==> config.mk <==
export PLATFORM = sky130hd
export DESIGN_NAME = fht_twiddle_gen
export DESIGN_NICKNAME = d
export VERILOG_FILES = /design/src/rtl/fht_twiddle_gen.sv
export SDC_FILE = /design/constraint.sdc
export NUM_CORES = 1
export LEC_CHECK = 0
export ABC_AREA = 0
export CAP_MARGIN = 30
export CORE_UTILIZATION = 51
export CTS_CLUSTER_SIZE = 14
export DETAILED_ROUTE_END_ITERATION = 7
export GPL_TIMING_DRIVEN = 0
export PLACE_DENSITY = 0.76
export SYNTH_ARGS = -nofsm -noshare
export SYNTH_HDL_FRONTEND = slang
export SYNTH_SLANG_ARGS = --single-unit
==> constraint.sdc <==
create_clock -name iCLK -period 2.7 [get_ports iCLK]
set_input_delay 0.54 -clock iCLK [delete_from_list [all_inputs] [get_ports iCLK]]
set_output_delay 0.54 -clock iCLK [all_outputs]
set_load 0.1 [all_outputs]
==> src/rtl/fht_twiddle_gen.sv <==
// FHT twiddle source: quarter-wave cosine ROM, symmetry fold, 2-stage pipe.
// Define FHT_TW_READY_EN to add the iREADY backpressure port.
module fht_twiddle_gen #(
  parameter int A_BIT = 4,
  parameter int W_BIT = 12
) (
  input  logic             iCLK,
  input  logic             iRESET,
  input  logic             iSTART,
  input  logic [A_BIT-1:0] iSTAGE,
`ifdef FHT_TW_READY_EN
  input  logic             iREADY,
`endif
  output logic             oVALID,
  output logic [W_BIT-1:0] oCOS,
  output logic [W_BIT-1:0] oSIN,
  output logic [A_BIT-2:0] oBF_IDX,
  output logic             oBUSY,
  output logic             oDONE,
  output logic             oERR
);

  localparam int N = 1 << A_BIT;
  localparam real ONE = real'(1 << (W_BIT - 2));
  localparam logic [A_BIT-1:0] QTR  = A_BIT'(N / 4);
  localparam logic [A_BIT-1:0] HALF = A_BIT'(N / 2);
  localparam logic [A_BIT-1:0] SMAX = A_BIT'(A_BIT - 1);
  localparam logic [A_BIT-2:0] BLAST = '1;

  localparam logic [1:0] S_IDLE  = 2'd0;
  localparam logic [1:0] S_RUN   = 2'd1;
  localparam logic [1:0] S_DRAIN = 2'd2;

  // Elaboration-time cosine via Taylor series; entries past N/4 are unused.
  function automatic logic [W_BIT-1:0] q_val(input int i);
    real x, t, acc;
    if (i > N / 4) return '0;
    x   = 2.0 * 3.14159265358979323846 * $itor(i) / $itor(N);
    t   = 1.0;
    acc = 1.0;
    for (int k = 1; k < 14; k++) begin
      t   = -t * x * x / $itor((2 * k - 1) * (2 * k));
      acc = acc + t;
    end
    return W_BIT'($rtoi(acc * ONE + 0.5));
  endfunction

  logic [W_BIT-1:0] rom [N];
  for (genvar g = 0; g < N; g++) begin : g_rom
    assign rom[g] = q_val(g);
  end

  logic [1:0]       st_q, st_d;
  logic [A_BIT-1:0] s_q;
  logic [A_BIT-2:0] b_q;
  logic             v1_q, neg1_q;
  logic [A_BIT-2:0] b1_q;
  logic [W_BIT-1:0] cos1_q, sin1_q;
  logic             v2_q;
  logic [A_BIT-2:0] b2_q;
  logic [W_BIT-1:0] cos2_q, sin2_q;
  logic             err_q;

  logic             rdy, adv, issue, bad, last_hs;
  logic [A_BIT-1:0] mask, k, j, caddr, saddr;
  logic             cneg;

`ifdef FHT_TW_READY_EN
  assign rdy = iREADY;
`else
  assign rdy = 1'b1;
`endif

  always_comb begin
    adv     = !v2_q || rdy;
    issue   = (st_q == S_RUN) && adv;
    bad     = iSTAGE > SMAX;
    last_hs = (st_q == S_DRAIN) && v2_q && rdy && (b2_q == BLAST);
    mask    = ~({A_BIT{1'b1}} << s_q);
    k       = {1'b0, b_q} & mask;
    j       = k << (SMAX - s_q);
    cneg    = j > QTR;
    caddr   = cneg ? (HALF - j) : j;
    saddr   = cneg ? (j - QTR) : (QTR - j);
  end

  always_comb begin
    st_d = st_q;
    unique case (1'b1)
      st_q == S_IDLE:  if (iSTART && !bad) st_d = S_RUN;
      st_q == S_RUN:   if (adv && b_q == BLAST) st_d = S_DRAIN;
      st_q == S_DRAIN: if (last_hs) st_d = S_IDLE;
      default:         st_d = S_IDLE;
    endcase
  end

  always_ff @(posedge iCLK or negedge iRESET) begin
    if (!iRESET) begin
      st_q   <= S_IDLE;
      s_q    <= '0;
      b_q    <= '0;
      v1_q   <= 1'b0;
      neg1_q <= 1'b0;
      b1_q   <= '0;
      cos1_q <= '0;
      sin1_q <= '0;
      v2_q   <= 1'b0;
      b2_q   <= '0;
      cos2_q <= '0;
      sin2_q <= '0;
      err_q  <= 1'b0;
    end else begin
      st_q  <= st_d;
      err_q <= (st_q == S_IDLE) && iSTART && bad;
      if (st_q == S_IDLE && iSTART && !bad) begin
        s_q <= iSTAGE;
        b_q <= '0;
      end else if (issue) begin
        b_q <= b_q + 1'b1;
      end
      if (adv) begin
        v1_q <= issue;
        if (issue) begin
          b1_q   <= b_q;
          neg1_q <= cneg;
          cos1_q <= rom[caddr];
          sin1_q <= rom[saddr];
        end
        v2_q <= v1_q;
        if (v1_q) begin
          b2_q   <= b1_q;
          cos2_q <= neg1_q ? -cos1_q : cos1_q;
          sin2_q <= sin1_q;
        end
      end
    end
  end

  assign oVALID  = v2_q;
  assign oCOS    = cos2_q;
  assign oSIN    = sin2_q;
  assign oBF_IDX = b2_q;
  assign oBUSY   = st_q != S_IDLE;
  assign oDONE   = last_hs;
  assign oERR    = err_q;

endmodule

# == After elaboration in Yosys (flattened, before gate mapping) ==
# Memory sizes are Yosys's and may differ from the RTL's. A register that Yosys moved wholly into a read port is not among the register bits.
# Cells that the tools add are included.
# word_totals
register_bits,43
n_memories,2
in_bits,7
out_inout_bits,31
rom_bits,384
# op_classes
shifts,2
n_addsub,6
reduce_logical,13
n_eq_ne,7
n_mux,9
bitwise,4
n_lt_le_gt_ge,2
# mem_list
memory,words,word_bits,read_ports,rd_clocked_by_memory_dff,wr,line,source
(no name shown),16,12,1,1,0,127,sin1_q <= rom[saddr];
(no name shown),16,12,1,1,0,126,cos1_q <= rom[caddr];
# op_table
cell,count
$mux W12,1
$neg A12 Y12,1
$not A4 Y5,2
$mux W4,2
$eq A3 B3 Y1 const B,2
$logic_and A1 B1 Y1,6
$mux W2,3
$mux W3,2
$pmux W2 S3,1
$and A3 B4 Y4,1
$gt A4 B2 Y1 const B,1
$gt A4 B3 Y1 const B,1
$ne A2 B1 Y1 const B,2
$not A4 Y4,1
$reduce_bool A2 Y1,2
$shl A4 B4 Y4,1
$shl A4 B4 Y4 const A,1
$sub A2 B4 Y4 const A,1
$sub A3 B4 Y4 const A,1
$sub A4 B3 Y4 const B,1
$sub A4 B4 Y4 const A,1
$add A3 B1 Y3 const B,1
$logic_not A1 Y1,3
$reduce_and A3 Y1,1
4 further kinds,4

# == Longest topological paths before layout ==
# depth
word_depth,7
ltp_mapped,12
ltp_nobuf,11

# == Worst setup path before layout ==
# Ideal clock, no wire load.
# synth_timing
path_kind,register to output
from,register b2_q[2] (netlist: oBF_IDX[2])
to,output port oDONE
path_stages_with_launch,3
arrival_ps,2403
setup_slack_ps,-243
path_cell_list,dfrtp_1 > nand4_1 > nor2_1
# synth_between
elab_chain_cells,2
# synth_rtl
element,line,source
from (decl),60,logic [A_BIT-2:0] b2_q;
from (signal assigned),131,b2_q <= b1_q;
$eq A3 B3 Y1,78,last_hs = (st_q == S_DRAIN) && v2_q && rdy && (b2_q == BLAST);
$logic_and A1 B1 Y1,78,
to (decl),19,"output logic oDONE,"
# No other way between the ends.

# == Worst setup path in the final report ==
# layout_timing
from,register s_q[1]
to,register cos1_q[9]
# layout_between
elab_chain_cells,7
elab_cells_between_ends,9
cone_classes,add/sub (2); order compare (1); shift (2); mux (1); bitwise (3)
# layout_rtl
element,line,source
from (decl),54,logic [A_BIT-1:0] s_q;
from (signal assigned),116,s_q <= iSTAGE;
$shl A4 B4 Y4,79,mask = ~({A_BIT{1'b1}} << s_q);
$not A4 Y4,79,
$and A3 B4 Y4,80,"k = {1'b0, b_q} & mask;"
$shl A4 B4 Y4 *,81,j = k << (SMAX - s_q);
$sub A4 B4 Y4 / $gt A4 B3 Y1 (equally long branches),"83, 82",
$mux W4 *,83,caddr = cneg ? (HALF - j) : j;
$not A4 Y5 (implied by the code) *,126,
to (decl),58,"logic [W_BIT-1:0] cos1_q, sin1_q;"
# Every way passes the cells marked *; elsewhere a longest branch is shown, timed or not.
# A chain may end at the register's enable or synchronous reset.

==> metrics.txt <==
status=finished, violations left; failing checks=design-rule violations; clk root buf=clkbuf_8; first-pass GRT wire length=7376 µm; R2R depth=10; # rows=24; Final Cycle Share=92.87%; initial core utilization=between 50% and 60%; TritonCTS clock tree=done; largest family of logic cells by synthesized area=compound AO/OA/AOI/OAI gates; syn_area_per_cell=around 11 µm²; Layout area overhead=22.67%; mux share of post-synthesis cell area=7.676%; remaining global-route overflow=0; cells after synthesis=227; CP Max Fanout=7; number of synthesized flops with an enable pin=0; dpl cell area=~0.0029 mm²; wire length per cell=12.83 µm; IO buf count=34; post-synthesis xor/xnor area fraction=3.246%; RSZ-0062 raised after global routing=false; sequential fraction of the synthesis area=52.55%; Clk pin slew, worst setup/hold paths=80 ps; final setup fails=0; post-synthesis simple-gate area fraction=12.16%; Crit Path Category=reg -> reg; vias per inst=5.289; num ports=38; Fill cells=339; Worst Setup End Kind=register; Vert. Die Dim=71.01 µm; CTS max path bufs=2; Worst R2R Setup Slack=190 ps; CTS Sinks=51; largest net degree at the start of global routing=37; Startpoint Class=register; Mapped Area=0.002429 mm²; Placed Cells=~320; Post-synth ARST share=100.0%; gpl congestion=0.7490; max-cap check violation count=0; Layout Cells excl Fill=between 300 and 400; Top FF cell, synth=dfrtp_1; Slew @ Worst Pin=around 1000 ps; Die Width=71.01 µm; Post-DP HPWL=3054 µm; final hold slack=146.1 ps; Sequential cell area=0.001276 mm²; Multi-input gate area=0.001045 mm²; Synth cell types=39; All-Layer GR Usage=approximately 19%; Post-DRT Antenna Nets=0; start of the worst register-to-register path=s_q[1]; layout cells sized above 1=14.07%; Slew HR=around a third; final hold viol count=0; Final min period=about 2500 ps; area of the die=between 0.005 and 0.006 mm²; CTS Hold Buffers Added=0; WL final=4131 µm; worst clock skew=9.346 ps; flops & latches, synth=51; finished layout cell area=0.002979 mm²; final slew viol count=0; H-tree Lvls=2; Num CTS Buffers=5; highest clock rate=0.3988 GHz; later-pin clock latency in the skew report=approximately 300 ps; DRT iter0 DRCs=95; area fraction in compound gates after synthesis=12.78%; drt first pass iters=8; hold crit path type=in -> async; Reg2Reg Capture Point=cos1_q[9]; Synth Warn #=0; Synth Area in Adders=5.667%; post-CTS setup buffer count=0; Inserted Diodes=0; # nets final=288; vias in the first global route=1,634; initial antenna violation count=0; residual DRC count=2; total number of vias=1,703; Core Region=0.004474 mm²; WP data required=around 2900 ps; critical path arrival=2680 ps
worst max-delay path, stage by stage, from the launching register on:
cell and delay (ps):
dfrtp_1 430, or3b_1 360, buf_2 170, o22ai_4 270, ha_1 280, nor2b_1 230, nor3_1 70, a21o_1 180
ha_1 270, nand2_1 60, o21ai_1 60
how the worst max path moves through the flow:
stage	start	to	cells after the start
2_1_floorplan	oBF_IDX[0]	oDONE	2
3_3_place_gp	iRESET	oSIN[8]	1
3_5_place_dp	b_q[0]	sin1_q[9]	10
4_1_cts	st_q[0]	oDONE	3
5_1_grt	s_q[1]	sin1_q[9]	10
6_report	s_q[1]	cos1_q[9]	10
synthesized netlist by cell type (2+ instances only):
library cell	instances	share of area (%)
a21oi_1	10	2.1
mux2_2	13	6.0
a21o_1	2	0.62
and2_1	3	0.77
o21ai_1	2	0.41
buf_1	4	0.62
inv_1	13	2.0
or2_2	2	0.52
clkbuf_1	6	0.93
nor2_1	18	2.8
nand3_1	4	0.82
xor2_1	5	1.8
mux2i_1	4	1.6
o21ai_0	8	1.6
nand2b_1	3	0.77
nand2_1	27	4.2
ha_1	11	5.7
o31ai_1	4	1.2
dfrtp_1	51	53
a32o_1	6	2.5
buf_4	6	1.9
o22ai_1	2	0.52
nor3_1	2	0.41
xnor2_1	4	1.4
nor2b_1	2	0.52
conb_1	2	0.31
metrics by stage:
| step | worst slack (ps) | utilization, % | setup TNS [ps] |
|---|---|---|---|
| global placement | -325.7 | 63.56 | -16670 |
| global route | 41.72 | 66.58 | 0 |
| finish | 192.4 | 66.58 | 0 |
| detailed placement | -57.68 | 63.90 | -143.4 |
| CTS | 40.58 | 66.25 | 0 |
| floorplan | 193.1 | - | 0 |
flip-flops by register name (all words and copies together), names as in the netlist, 2 cells and up:
signal and count:
s_q 4, oCOS 11, st_q 2, b1_q 3, cos1_q 7, oBF_IDX 3, oSIN 7, b_q 3
sin1_q 7
final cells by class:
class,instances,area share (%)
well taps,52,2.184
plain buffers,16,2.814
multi-input cells,148,35.07
clock buffers,6,2.436
clock inverters,1,1.008
repair buffers,35,12.01
flip-flops and latches,51,42.84
inverters,13,1.638
cells in the final DEF (no fill, tap or decap), types with 5 or more instances in the layout:
master,netlist,routed
dfrtp_1,51,51
clkdlybuf4s50_1,0,32
nand2_1,27,27
nor2_1,18,16
inv_1,13,13
mux2_2,13,13
ha_1,11,11
a21oi_1,10,10
o21ai_0,8,8
clkbuf_1,6,6
a32o_1,6,6
buf_4,6,6
xor2_1,5,5
clkbuf_8,0,5
cells by family (layout without fill, tap and decap cells):
kind of cell | count (synthesis) | after routing
other cells | 2 | 4
fa+ha+maj | 11 | 11
buf+inv | 30 | 71
xor+xnor | 9 | 9
flops | 51 | 51
mux | 17 | 17
compound gates | 42 | 42
simple gates | 65 | 65
layer usage:
metal / vias up / share of wire (%) / global-route usage (%)
li1: 853 / - / -
met3: 2 / 4.4 / 4.843
met5: - / 0 / 0
met2: 40 / 48 / 32.05
met4: 0 / 0.41 / 4.000
met1: 808 / 47 / 23.73
timing repair:
item	4_1_cts	5_1_grt
endpoints found under the setup margin	6	7
gates resized for setup	1	5
cloned	0	0
Power is not shown: default switching activity piles up to over one toggle a cycle in this logic, so the estimate is an artifact.
